### config.mk
export PLATFORM = sky130hd
export DESIGN_NAME = uart_rx
export DESIGN_NICKNAME = d
export VERILOG_FILES = /design/src/rtl/axilregs_pkg.sv /design/src/rtl/uart_baud_gen.sv /design/src/rtl/uart_rx.sv
export SDC_FILE = /design/constraint.sdc
export NUM_CORES = 1
export LEC_CHECK = 0
export CAP_MARGIN = 25
export CORE_MARGIN = 2
export CORE_UTILIZATION = 55
export DETAILED_ROUTE_END_ITERATION = 7
export PLACE_DENSITY = 0.88
export SYNTH_ARGS = -nofsm -noshare
export SYNTH_HDL_FRONTEND = slang
export SYNTH_SLANG_ARGS = --single-unit
export TNS_END_PERCENT = 30
### constraint.sdc
create_clock -name clk -period 5.78 [get_ports clk]
set_clock_uncertainty 0.2 [all_clocks]
set_input_delay 1.156 -clock clk [delete_from_list [all_inputs] [get_ports clk]]
set_output_delay 1.156 -clock clk [all_outputs]
set_load 0.02 [all_outputs]
### src/rtl/axilregs_pkg.sv
// Shared register layouts, receiver state encoding and word-length decode
// used by the UART receive path.
package axilregs_pkg;

  typedef struct packed {
    logic [7:0] rsvd;
    logic       rxneie;
    logic       te;
    logic       ps;
    logic       pce;
    logic [1:0] wl;
    logic       re;
    logic       aue;
  } cr1_reg_t;

  typedef struct packed {
    logic [11:0] mantissa;
    logic [3:0]  fraction;
  } brr_reg_t;

  typedef struct packed {
    logic idlecf;
    logic orecf;
    logic fecf;
    logic pecf;
  } icr_reg_t;

  typedef enum logic [2:0] {IDLE, START, DATA, PARITY, STOP} rx_state_t;

  localparam logic [1:0] WL_8     = 2'b00;
  localparam logic [1:0] WL_9     = 2'b01;
  localparam logic [1:0] WL_7     = 2'b10;
  localparam logic [1:0] WL_8_ALT = 2'b11;

  function automatic logic [3:0] wl_bits(input logic [1:0] wl);
    case (wl)
      WL_8:     return 4'd8;
      WL_9:     return 4'd9;
      WL_7:     return 4'd7;
      WL_8_ALT: return 4'd8;
    endcase
  endfunction

endpackage

### src/rtl/uart_baud_gen.sv
// Fractional oversample tick generator: a tick every mantissa clocks, one
// clock longer whenever the 4-bit fraction accumulator carries.
module uart_baud_gen
  import axilregs_pkg::*;
(
  input  logic     clk,
  input  logic     rst_n,
  input  brr_reg_t brr,
  input  logic     enable,
  input  logic     restart,
  output logic     tick
);

  logic [11:0] cnt;
  logic [3:0]  acc;
  logic [4:0]  acc_sum;
  logic [12:0] period;

  // The carry of the pending accumulation stretches the current period.
  assign acc_sum = {1'b0, acc} + {1'b0, brr.fraction};
  assign period  = {1'b0, brr.mantissa} + {12'd0, acc_sum[4]};
  assign tick    = enable && !restart && (brr.mantissa != '0) &&
                   ({1'b0, cnt} >= period - 13'd1);

  always_ff @(posedge clk) begin
    if (!rst_n || restart || !enable) begin
      cnt <= '0;
      acc <= '0;
    end else if (tick) begin
      cnt <= '0;
      acc <= acc_sum[3:0];
    end else if (brr.mantissa != '0) begin
      cnt <= cnt + 12'd1;
    end
  end

endmodule

### src/rtl/uart_rx.sv
// 16x oversampled UART receiver with majority-vote sampling, optional parity,
// single-word holding register and sticky status flags.
module uart_rx
  import axilregs_pkg::*;
#(
  parameter int unsigned SYNC_STAGES = 2
) (
  input  logic       clk,
  input  logic       rst_n,
  input  cr1_reg_t   cr1,
  input  brr_reg_t   brr,
  input  icr_reg_t   icr,
  input  logic       rxd,
  output logic [8:0] rx_data,
  output logic       rx_valid,
  input  logic       rx_ready,
  output logic       pe,
  output logic       fe,
  output logic       ore,
  output logic       idle,
  output logic       busy
);

  rx_state_t state, state_nx;

  logic [SYNC_STAGES-1:0] sync;
  logic       rxs, rxs_d, fall, en, restart, tick, mid, bend, maj, s7, s8;
  logic [3:0] tcnt, bitcnt, nbits;
  logic [8:0] word;
  logic       par;
  logic [7:0] idle_cnt;
  logic       idle_arm;
  logic       commit, take, pe_set, fe_set, ore_set, idle_set;
  logic       unused_cr1;

  assign unused_cr1 = ^{cr1.rsvd, cr1.rxneie, cr1.te};

  assign en      = cr1.aue & cr1.re;
  assign rxs     = sync[SYNC_STAGES-1];
  assign fall    = rxs_d & ~rxs;
  assign restart = en && (state == IDLE) && fall;
  assign nbits   = wl_bits(cr1.wl);
  assign mid     = tick && (tcnt == 4'd9);
  assign bend    = tick && (tcnt == 4'd15);
  assign maj     = (s7 & s8) | (s7 & rxs) | (s8 & rxs);
  assign busy    = (state != IDLE);

  uart_baud_gen u_baud (
    .clk     (clk),
    .rst_n   (rst_n),
    .brr     (brr),
    .enable  (en),
    .restart (restart),
    .tick    (tick)
  );

  always_ff @(posedge clk) begin
    if (!rst_n) state <= IDLE;
    else        state <= state_nx;
  end

  always_comb begin
    state_nx = state;
    commit   = 1'b0;
    pe_set   = 1'b0;
    fe_set   = 1'b0;
    if (!en || brr.mantissa == '0) begin
      state_nx = IDLE;
    end else begin
      unique case (state)
        IDLE:  if (fall) state_nx = START;
        START: begin
          if (mid && maj)  state_nx = IDLE;
          else if (bend)   state_nx = DATA;
        end
        DATA:  if (bend && bitcnt == nbits - 4'd1) state_nx = cr1.pce ? PARITY : STOP;
        PARITY: begin
          pe_set = mid && (par ^ maj ^ cr1.ps);
          if (bend) state_nx = STOP;
        end
        STOP: begin
          if (mid) begin
            commit   = 1'b1;
            fe_set   = ~maj;
            state_nx = IDLE;
          end
        end
        default: state_nx = IDLE;
      endcase
    end
  end

  always_ff @(posedge clk) begin
    if (!rst_n) begin
      sync   <= '1;
      rxs_d  <= 1'b1;
      tcnt   <= '0;
      bitcnt <= '0;
      word   <= '0;
      par    <= 1'b0;
      s7     <= 1'b1;
      s8     <= 1'b1;
    end else begin
      sync  <= {sync[SYNC_STAGES-2:0], rxd};
      rxs_d <= rxs;
      if (restart) begin
        tcnt   <= '0;
        bitcnt <= '0;
        word   <= '0;
        par    <= 1'b0;
      end else if (tick && state != IDLE) begin
        tcnt <= tcnt + 4'd1;
        if (tcnt == 4'd7) s7 <= rxs;
        if (tcnt == 4'd8) s8 <= rxs;
        if (state == DATA && tcnt == 4'd9) begin
          word[bitcnt] <= maj;
          par          <= par ^ maj;
        end
        if (state == DATA && tcnt == 4'd15) bitcnt <= bitcnt + 4'd1;
      end
    end
  end

  assign take     = commit && (!rx_valid || rx_ready);
  assign ore_set  = commit && rx_valid && !rx_ready;
  // The 160th high tick in IDLE marks ten full bit periods of quiet line.
  assign idle_set = idle_arm && (state == IDLE) && rxs && tick && (idle_cnt == 8'd159);

  always_ff @(posedge clk) begin
    if (!rst_n) begin
      rx_data  <= '0;
      rx_valid <= 1'b0;
      pe       <= 1'b0;
      fe       <= 1'b0;
      ore      <= 1'b0;
      idle     <= 1'b0;
      idle_cnt <= '0;
      idle_arm <= 1'b0;
    end else begin
      if (take) begin
        rx_data  <= word;
        rx_valid <= 1'b1;
      end else if (rx_valid && rx_ready) begin
        rx_valid <= 1'b0;
      end
      pe   <= (pe   & ~icr.pecf)   | pe_set;
      fe   <= (fe   & ~icr.fecf)   | fe_set;
      ore  <= (ore  & ~icr.orecf)  | ore_set;
      idle <= (idle & ~icr.idlecf) | idle_set;
      if (state != IDLE || !rxs)             idle_cnt <= '0;
      else if (tick && idle_cnt != 8'd160)   idle_cnt <= idle_cnt + 8'd1;
      if (commit)        idle_arm <= 1'b1;
      else if (idle_set) idle_arm <= 1'b0;
    end
  end

endmodule

=== Yosys cells after proc, flatten, opt, wreduce, memory -nomap -nowiden ===
Index checks and enable logic that the tools add are counted.

* Output and inout port bits: 15
* Register bits after elaboration: 65
* Bits of input ports: 40
* Logic and storage cells: 149

* Mux-type cells: 24
* Magnitude comparators: 3
* Bitwise logic cells: 25
* $add $sub $neg: 8
* Reductions and logical operators: 51
* Equal/unequal tests: 19

{| class="wikitable"
|+ Operators by type and width
! kind !! count
|-
| $logic_and A1 B1 Y1 || 23
|-
| $mux W3 || 7
|-
| $pmux W3 S5 || 1
|-
| $add A12 B1 Y13 || 1
|-
| $ge A12 B13 Y1 || 1
|-
| $mux W1 || 13
|-
| $sub A13 B1 Y13 const B || 1
|-
| $add A12 B1 Y12 const B || 1
|-
| $eq A4 B4 Y1 const B || 3
|-
| $logic_not A12 Y1 || 1
|-
| $pmux W4 S3 || 1
|-
| $reduce_bool A12 Y1 || 1
|-
| $reduce_or A2 Y1 || 5
|-
| $and A1 B1 Y1 || 9
|-
| $bwmux W9 || 1
|-
| $add A4 B1 Y4 const B || 2
|-
| $add A8 B1 Y8 const B || 1
|-
| $eq A8 B8 Y1 const B || 1
|-
| $ne A2 B2 Y1 const B || 4
|-
| $ne A8 B8 Y1 const B || 1
|-
| $not A1 Y1 || 8
|-
| $eq A3 B2 Y1 const B || 2
|-
| $logic_not A1 Y1 || 6
|-
| $or A1 B1 Y1 || 6
|-
| other kinds (21) || 30
|}

=== Depth between registers and ports, before layout ===
Gate-level depths: netlist of the first run.

* Word-level depth: 14
* Depth in mapped cells: 20
* Mapped depth without buffers: 18

=== Hierarchy ===
A second synthesis of the first run with hierarchy kept.

* Cell total of the unflattened synthesis: 432
* Area total of the unflattened synthesis: 3827.4 µm²

{| class="wikitable"
|+ Modules (own cells, without submodules)
! module !! times used !! area an instance (µm²) !! seq. area each (µm²) !! cells an instance
|-
| uart_rx || 1 || 2406.1 || 980.9 || 271
|-
| uart_baud_gen || 1 || 1421.4 || 320.3 || 161
|}

=== Worst setup path before layout of the first run ===
OpenSTA, ideal clock, no wires.

* Kind: in2reg
* From: input brr[0] in the netlist's numbering
* To: register word[1]
* Path buffers: 1
* Data required time: 5.465 ns
* Stages: 19
* Arrival time: 4.981 ns
* Setup time: 0.115 ns
* Setup slack: 0.485 ns
* Cell sequence: ha_1 fa_1 a21o_1 a21oi_1 ha_1 nor2b_1 nand2_1 nor3_1 nand2_1 xor2_1 ha_1 a21o_1 a221o_1 a211oi_2 nor4_1 buf_6 and4bb_4 and3_1 o21ba_1

* Longest elaborated chain between the ends: 7

{| class="wikitable"
|+ Ends and longest elaborated chain
! element !! line !! RTL
|-
| start, declared || uart_rx.sv:11 || <nowiki>input brr_reg_t brr,</nowiki>
|-
| $add A4 B4 Y5 || uart_baud_gen.sv:20 || <nowiki>assign acc_sum = {1'b0, acc} + {1'b0, brr.fraction};</nowiki>
|-
| $add A12 B1 Y13 || uart_baud_gen.sv:21 || <nowiki>assign period = {1'b0, brr.mantissa} + {12'd0, acc_sum[4]};</nowiki>
|-
| $sub A13 B1 Y13 || uart_baud_gen.sv:23 || <nowiki>({1'b0, cnt} >= period - 13'd1);</nowiki>
|-
| $ge A12 B13 Y1 || uart_baud_gen.sv:23 ||
|-
| $logic_and A1 B1 Y1 || uart_baud_gen.sv:22 || <nowiki>assign tick = enable && !restart && (brr.mantissa != '0) &&</nowiki>
|-
| $logic_and A1 B1 Y1 || uart_rx.sv:111 || <nowiki>end else if (tick && state != IDLE) begin</nowiki>
|-
| $reduce_and A2 Y1 (no source line) || n/a ||
|-
| end signal, assigned by index || uart_rx.sv:116 || <nowiki>word[bitcnt] <= maj;</nowiki>
|-
| end, declared || uart_rx.sv:29 || <nowiki>logic [8:0] word;</nowiki>
|}

No other way between the ends.
A chain may end at the register's enable or synchronous reset.

=== Final worst setup path of the first run ===
* From: input brr[0] in the netlist's numbering
* To: register s8

* Longest elaborated chain between the ends: 7

{| class="wikitable"
|+ Ends and longest elaborated chain
! element !! line !! RTL
|-
| $add A4 B4 Y5 || uart_baud_gen.sv:20 ||
|-
| $add A12 B1 Y13 || uart_baud_gen.sv:21 ||
|-
| $sub A13 B1 Y13 || uart_baud_gen.sv:23 ||
|-
| $ge A12 B13 Y1 || uart_baud_gen.sv:23 ||
|-
| $logic_and A1 B1 Y1 || uart_baud_gen.sv:22 ||
|-
| $logic_and A1 B1 Y1 || uart_rx.sv:111 ||
|-
| $reduce_and A3 Y1 (no source line) || n/a ||
|-
| end signal, assigned || uart_rx.sv:114 || <nowiki>if (tcnt == 4'd8) s8 <= rxs;</nowiki>
|-
| end, declared || uart_rx.sv:27 || <nowiki>logic rxs, rxs_d, fall, en, restart, tick, mid, bend, maj, s7, s8;</nowiki>
|}

No other way between the ends.

==> results of run 1 <==
[how the worst min path moves through the flow]
| stage | start | endpoint | slack [ns] | depth (start not counted) |
|---|---|---|---|---|
| finish | sync[0]$_SDFF_PN1_ | sync[1]$_SDFF_PN1_ | 0.23 | 1 |
| floorplan | sync[0]$_SDFF_PN1_ | sync[1]$_SDFF_PN1_ | 0.19 | 1 |
| CTS | sync[0]$_SDFF_PN1_ | sync[1]$_SDFF_PN1_ | 0.23 | 1 |
| global route | sync[0]$_SDFF_PN1_ | sync[1]$_SDFF_PN1_ | 0.25 | 1 |
| global placement | sync[0]$_SDFF_PN1_ | sync[1]$_SDFF_PN1_ | 0.19 | 1 |
| detailed placement | sync[0]$_SDFF_PN1_ | sync[1]$_SDFF_PN1_ | 0.22 | 1 |
[layout make-up]
class	count	area share [%]
inverter	22	1.81
timing repair buffer	65	13.3
tap	77	2.11
clock buffer	11	3.09
clock inverter	5	1.20
multi-input combinational	321	50.0
sequential	65	28.4
[synthesized netlist by cell type (5+ instances only)]
library cell,count
xnor2_1,24
xor2_1,9
nand2b_1,10
a21oi_1,17
nor3_1,6
nor4_1,9
mux2i_1,22
o21ai_0,12
nor2_1,48
clkbuf_1,5
nor2b_1,16
nand3_1,14
dfxtp_1,65
buf_4,5
nand4_1,13
nand2_1,28
ha_1,30
inv_1,22
or3_1,8
[per-stage QoR]
stage	setup WS (ns)	cell area, um2	setup TNS [ns]
3_5_place_dp	-0.414	4330	-11.97
4_1_cts	0.0109	4540	0
5_1_grt	-0.00552	4570	-0.00951
2_1_floorplan	0.485	3710	0
3_3_place_gp	-0.342	4330	-9.17
6_report	0.258	4570	0
[registers in the layout, indices dropped and copies added (netlist names)]
signal,cells
idle_arm,1
fe,1
rx_valid,1
s7,1
state,3
ore,1
u_baud.acc,4
rx_data,9
u_baud.cnt,12
bitcnt,4
pe,1
idle,1
par,1
s8,1
sync,2
tcnt,4
word,9
rxs_d,1
idle_cnt,8
[critical path, stage by stage]
cell	delay [ns]
clkdlybuf4s50_1	0.40
ha_1	0.22
fa_1	0.39
a21o_1	0.20
a21oi_2	0.14
ha_2	0.20
nor2b_4	0.17
nand2_2	0.10
buf_4	0.16
o31a_1	0.26
nor2_1	0.12
ha_1	0.25
and3_1	0.18
a221o_1	0.37
a211oi_2	0.26
buf_4	0.18
or3_1	0.12
buf_4	0.18
buf_4	0.13
nor3_2	0.04
mux2i_1	0.19
nand2_1	0.08
[power groups by stage]
stage                     sequential, mW  clock, mW  combinational, mW
after floorplan                    0.460          0             0.0340
after global placement             0.461          0             0.0655
after detailed placement           0.461          0             0.0682
after CTS                          0.451      0.389             0.0687
after global routing               0.451      0.412             0.0773
final                              0.451      0.383             0.0708
[metal layers]
| metal | vias up | share of wire, % | GRT usage (%) |
|---|---|---|---|
| li1 | 1602 | - | - |
| met1 | 1483 | 44 | 26.6 |
| met2 | 73 | 50 | 41.6 |
| met3 | 10 | 3.9 | 5.52 |
| met4 | 0 | 1.3 | 7.10 |
| met5 | - | 0 | 0 |
[kinds of logic (layout without fill, tap and decap cells)]
family	after synthesis	after routing	synth area share (%)
adder cells (fa/ha/maj)	32	32	10.9
AND/OR/NAND/NOR	174	174	24.9
multiplexers	22	22	5.93
AO/OA/AOI/OAI	60	60	10.9
flip-flops	65	65	35.0
buffers and inverters	36	103	4.61
XOR/XNOR	33	33	7.78
[timing repair]
action                                  CTS  global route
pin swaps                                 0             4
endpoints found under the hold margin     0             0
hold buffers                              0             0
endpoints found under the setup margin   15            56
setup buffers                             0             0
resized for setup                         1             9
==> impl_metrics.csv, run 1 <==
group,metric,value,unit
logic_synthesis,netlist_instances,422,
finish,nets,555,
power_and_ir_drop,ir_worst_vdd,0.174,mV
route,first_iter_violations,131,
finish,seq_area,0.00130,mm2
clock_tree,cts_tree,"done",
global_routing,grt.total_usage,22.9,%
logic_synthesis,synth-edff-count,0,
logic_synthesis,ys_types,53,
setup_path,worstRegToRegCells,21,
logic_synthesis,synth_area,0.00371,mm2
clock_tree,clock-sinks,65,
place,place_inst,550,
logic_synthesis,synth_area_leader_cell,"dfxtp_1",
setup_path,critPathLaunchType,"primary input",
die,fp.dieH,86.2,um
power_and_ir_drop,powerDensity,198,mW/mm2
setup_path,r2r-end,"s8$_SDFFE_PN1P_",
setup_path,crit_start,"brr[0]",
power_and_ir_drop,combinationalPowerShare,7.8,%
power_and_ir_drop,power.switching,0.209,mW
global_routing,grt_max_degree,26,
global_routing,overflow,0,
timing,finalHoldViolations,0,
power_and_ir_drop,netSwitchingFraction,23.1,%
finish,n_fill_cell,482,
setup_path,crit_end,"s8$_SDFFE_PN1P_",
die,start_util,57.5,%
route,wl_per_cell,14.6,um
timing,max_freq,181,MHz
route,vias_per_cell,5.60,
logic_synthesis,synthTopCellsByArea,"dfxtp_1, ha_1, mux2i_1",
power_and_ir_drop,fin_total_pwr,0.904,mW
global_routing,grt_pass1_vias,3082,
die,die_area,0.00743,mm2
die,die_x,86.2,um
place,portBuffers,44,
route,antenna_left,0,
die,ios,55,
finish,multi_input_area,0.00229,mm2
route,routed_wl,8240,um
setup_path,path_max_fanout,9,
finish,drive_gt1_share,11.7,%
power_and_ir_drop,power.share.sequential,49.8,%
timing,hold-worst-slack,0.229,ns
power_and_ir_drop,p_int,0.696,mW
power_and_ir_drop,p_leak,1.76,nW
clock_tree,clk_latency,0.35,ns
setup_path,regToRegSetupSlack,1.18,ns
finish,final_cell_mix,"dfxtp_1, nor2_1, clkdlybuf4s50_1",
logic_synthesis,ys_ff_latch,65,
clock_tree,cts_root_buf,"clkbuf_8",
logic_synthesis,ys_seq_area_share,35.0,%
timing,timing.final.crit_share,95.5,%
finish,final-instance-count-excl-fill,566,
route,drt_pass1_iterations,4,
timing,drv_slew,0,
setup_path,crit_type,"in2reg",
logic_synthesis,synth_top_area_share,35.0,%
setup_path,timing.rr.start,"u_baud.acc[0]$_SDFFE_PP0P_",
logic_synthesis,synthFlopType,"dfxtp_1",
route,route.detailed.drc,0,
finish,final_common_cell,"dfxtp_1",
clock_tree,cts_buffers,9,
flow_run,max-cap-violations,0,
timing,period_minus_slack,5.52,ns
logic_synthesis,syn_area_per_cell,8.80,um2
setup_path,cp-end-kind,"register",
finish,areaGrowthSynthToFinish,23.1,%
timing,tightest_slew,0.814,ns
timing,slew_headroom,45.5,%
setup_path,cp_data_required_time,5.77,ns
global_routing,grt_antenna_before_repair,0,
finish,antenna_cells,0,
clock_tree,cts_max_level,3,
clock_tree,path_clk_slew,0.07,ns
timing,finalSetupViolations,0,
place,hpwl,5880,um
route,vias,3168,
die,core_area,0.00646,mm2
finish,post-route-util,70.8,%
logic_synthesis,syn_nets,493,
die,rows,29,
logic_synthesis,ys_async_sr_fraction,0,%
clock_tree,clk_path_buf_depth,2,
power_and_ir_drop,pwr-share-clk,42.3,%
place,place.gp.congestion,0.872,
setup_path,critPathArrivalTime,5.52,ns
global_routing,grt_first_pass_wirelength,13600,um
run_status,outcome,"finished clean",
worst_hold_path,min_path_type,"reg2reg",
logic_synthesis,synth_warnings,0,
Power figures use the tool's default switching activity.
==> run 2: changes to the inputs <==
- CTS_BUF_LIST: default -> sky130_fd_sc_hd__clkbuf_16
- PLACE_DENSITY: 0.88 -> 0.81
==> impl_metrics.csv, run 2 (synthesized netlist as in run 1, its figures left out) <==
group,metric,value,unit
run_status,outcome,"finished clean",
finish,largest_reg_flops,12,
setup_path,critPathArrivalTime,5.63,ns
route,route.detailed.drc,0,
die,rows,29,
timing,max_freq,178,MHz
global_routing,grt_first_pass_wirelength,14200,um
route,routed_wl,8410,um
finish,regMostFlops,"u_baud.cnt",
flow_run,max-cap-violations,0,
setup_path,crit_slowest_cell,"clkdlybuf4s50_1",
timing,finalHoldViolations,0,
clock_tree,clock-sinks,65,
clock_tree,cts_root_buf,"clkbuf_16",
timing,finalSetupViolations,0,
global_routing,grt_pass1_vias,3226,
finish,drive_gt1_share,12.4,%
power_and_ir_drop,powerDensity,228,mW/mm2
route,antenna_left,0,
global_routing,grt_max_degree,26,
timing,drv_slew,0,
clock_tree,cts_tree,"done",
global_routing,grt.total_usage,23.8,%
route,wl_per_cell,14.8,um
clock_tree,clk_latency,0.33,ns
route,first_iter_violations,161,
setup_path,cp_slowest_stage_delay,0.43,ns
finish,reg.largest.list,"u_baud.cnt x12, rx_data x9, word x9",
worst_hold_path,min_path_type,"reg2reg",
clock_tree,cts_max_level,3,
global_routing,grt_antenna_before_repair,0,
clock_tree,path_clk_slew,0.05,ns
finish,final_common_cell,"dfxtp_1",
power_and_ir_drop,ir_worst_vdd,0.207,mV
timing,hold-worst-slack,0.213,ns
timing,period_minus_slack,5.62,ns
timing,rsz0062_at_grt,"yes",
route,drt_pass1_iterations,4,
setup_path,cp_top_family,"compound AO/OA/AOI/OAI gates",
finish,final_cell_area,0.00476,mm2
die,ios,55,
clock_tree,clk_path_buf_depth,2,
die,fp.dieH,86.2,um
timing,tightest_slew,0.821,ns
clock_tree,ctsHoldBuffers,0,
die,die_area,0.00743,mm2
power_and_ir_drop,p_leak,1.86,nW
place,place.gp.congestion,0.803,
setup_path,critPathLaunchType,"primary input",
setup_path,crit_chain,"clkdlybuf4s50_1 > ha_1 > fa_1 > a21o_1 > a21oi_2 > ha_2 > nor2b_4 > nand2_2 > buf_4 > o31a_1 > nor2_1 > ha_1 > and3_1 > a221o_1 > a31oi_4 > buf_4 > nor3_4 > o211ai_1 > a211oi_1 > o221a_2",
timing,timing.final.crit_share,97.2,%
finish,antenna_cells,0,
finish,nets,556,
clock_tree,cts_buffers,9,
setup_path,cp-end-kind,"register",
global_routing,overflow,0,
finish,areaGrowthSynthToFinish,28.1,%
die,die_x,86.2,um
die,start_util,57.5,%
finish,final_cell_mix,"dfxtp_1, nor2_1, clkdlybuf4s50_1",
setup_path,crit_buf_inv,3,
timing,slew_headroom,45.1,%
place,placed_area,0.00433,mm2
setup_path,path_max_fanout,4,
route,vias,3184,
route,vias_per_cell,5.62,
finish,n_fill_cell,446,
place,portBuffers,44,
setup_path,cp_data_required_time,5.79,ns
setup_path,crit_type,"in2reg",
place,hpwl,5900,um
die,core_area,0.00646,mm2
## run 2: layer usage
layer	routed length, um	vias up	track usage (%)
met5	0	-	0
met4	131	0	9.23
met3	333	15	5.14
met2	4250	70	40.9
met1	3690	1498	29.1
li1	-	1601	-
## run 2: cell type report
type	count	area [um2]	share of cell area [%]
clock buffer	9	225	4.73
clock inverter	7	85.1	1.79
sequential	65	1300	27.3
timing repair buffer	66	622	13.1
inverter	22	82.6	1.74
tap	77	96.3	2.02
multi-input combinational	321	2350	49.3
## run 2: final timing paths
kind | to | cells past startpoint | slack [ns] | start
min reg2reg | sync[1]$_SDFF_PN1_ | 1 | 0.21 | sync[0]$_SDFF_PN1_
max | state[1]$_SDFFE_PP0P_ | 20 | 0.16 | brr[0]
max reg2reg | state[1]$_SDFFE_PP0P_ | 19 | 1.14 | u_baud.acc[0]$_SDFFE_PP0P_
min | sync[1]$_SDFF_PN1_ | 1 | 0.21 | sync[0]$_SDFF_PN1_
## run 2: power breakdown
group	switching, mW	internal, mW	total (mW)
Sequential	0.00170	0.450	0.451
Combinational	0.0352	0.0382	0.0734
Clock	0.190	0.372	0.562
Total	0.227	0.860	1.09
## run 2: worst register-to-register path, stage by stage (launching register included)
cell	delay (ns)
dfxtp_1	0.31
ha_1	0.21
fa_1	0.40
a21o_1	0.21
a21oi_2	0.16
ha_2	0.20
nor2b_4	0.18
nand2_2	0.12
buf_4	0.18
o31a_1	0.27
nor2_1	0.11
ha_1	0.25
and3_1	0.19
a221o_1	0.41
a31oi_4	0.24
buf_4	0.19
nor3_4	0.06
o211ai_1	0.28
a211oi_1	0.09
o221a_2	0.29
## run 2: metrics by stage
step                      setup TNS, ns  cells  utilization (%)  power [mW]  setup WS (ns)
final                                 0    567             73.7        1.09          0.163
after global routing            -0.0534    567             73.7        1.12        -0.0196
after CTS                             0    566             72.3        1.09         0.0260
after detailed placement         -27.18    550             67.1       0.529         -0.680
after global placement           -14.56    550             67.1       0.527         -0.440
after floorplan                       0    422                -       0.494          0.485
## run 2: what timing repair did
action / in CTS / in global routing
pin swaps: 0 / 4
setup endpoints to repair: 52 / 59
resized for setup: 6 / 14
buffers inserted: 0 / 1
endpoints found under the hold margin: 0 / 0
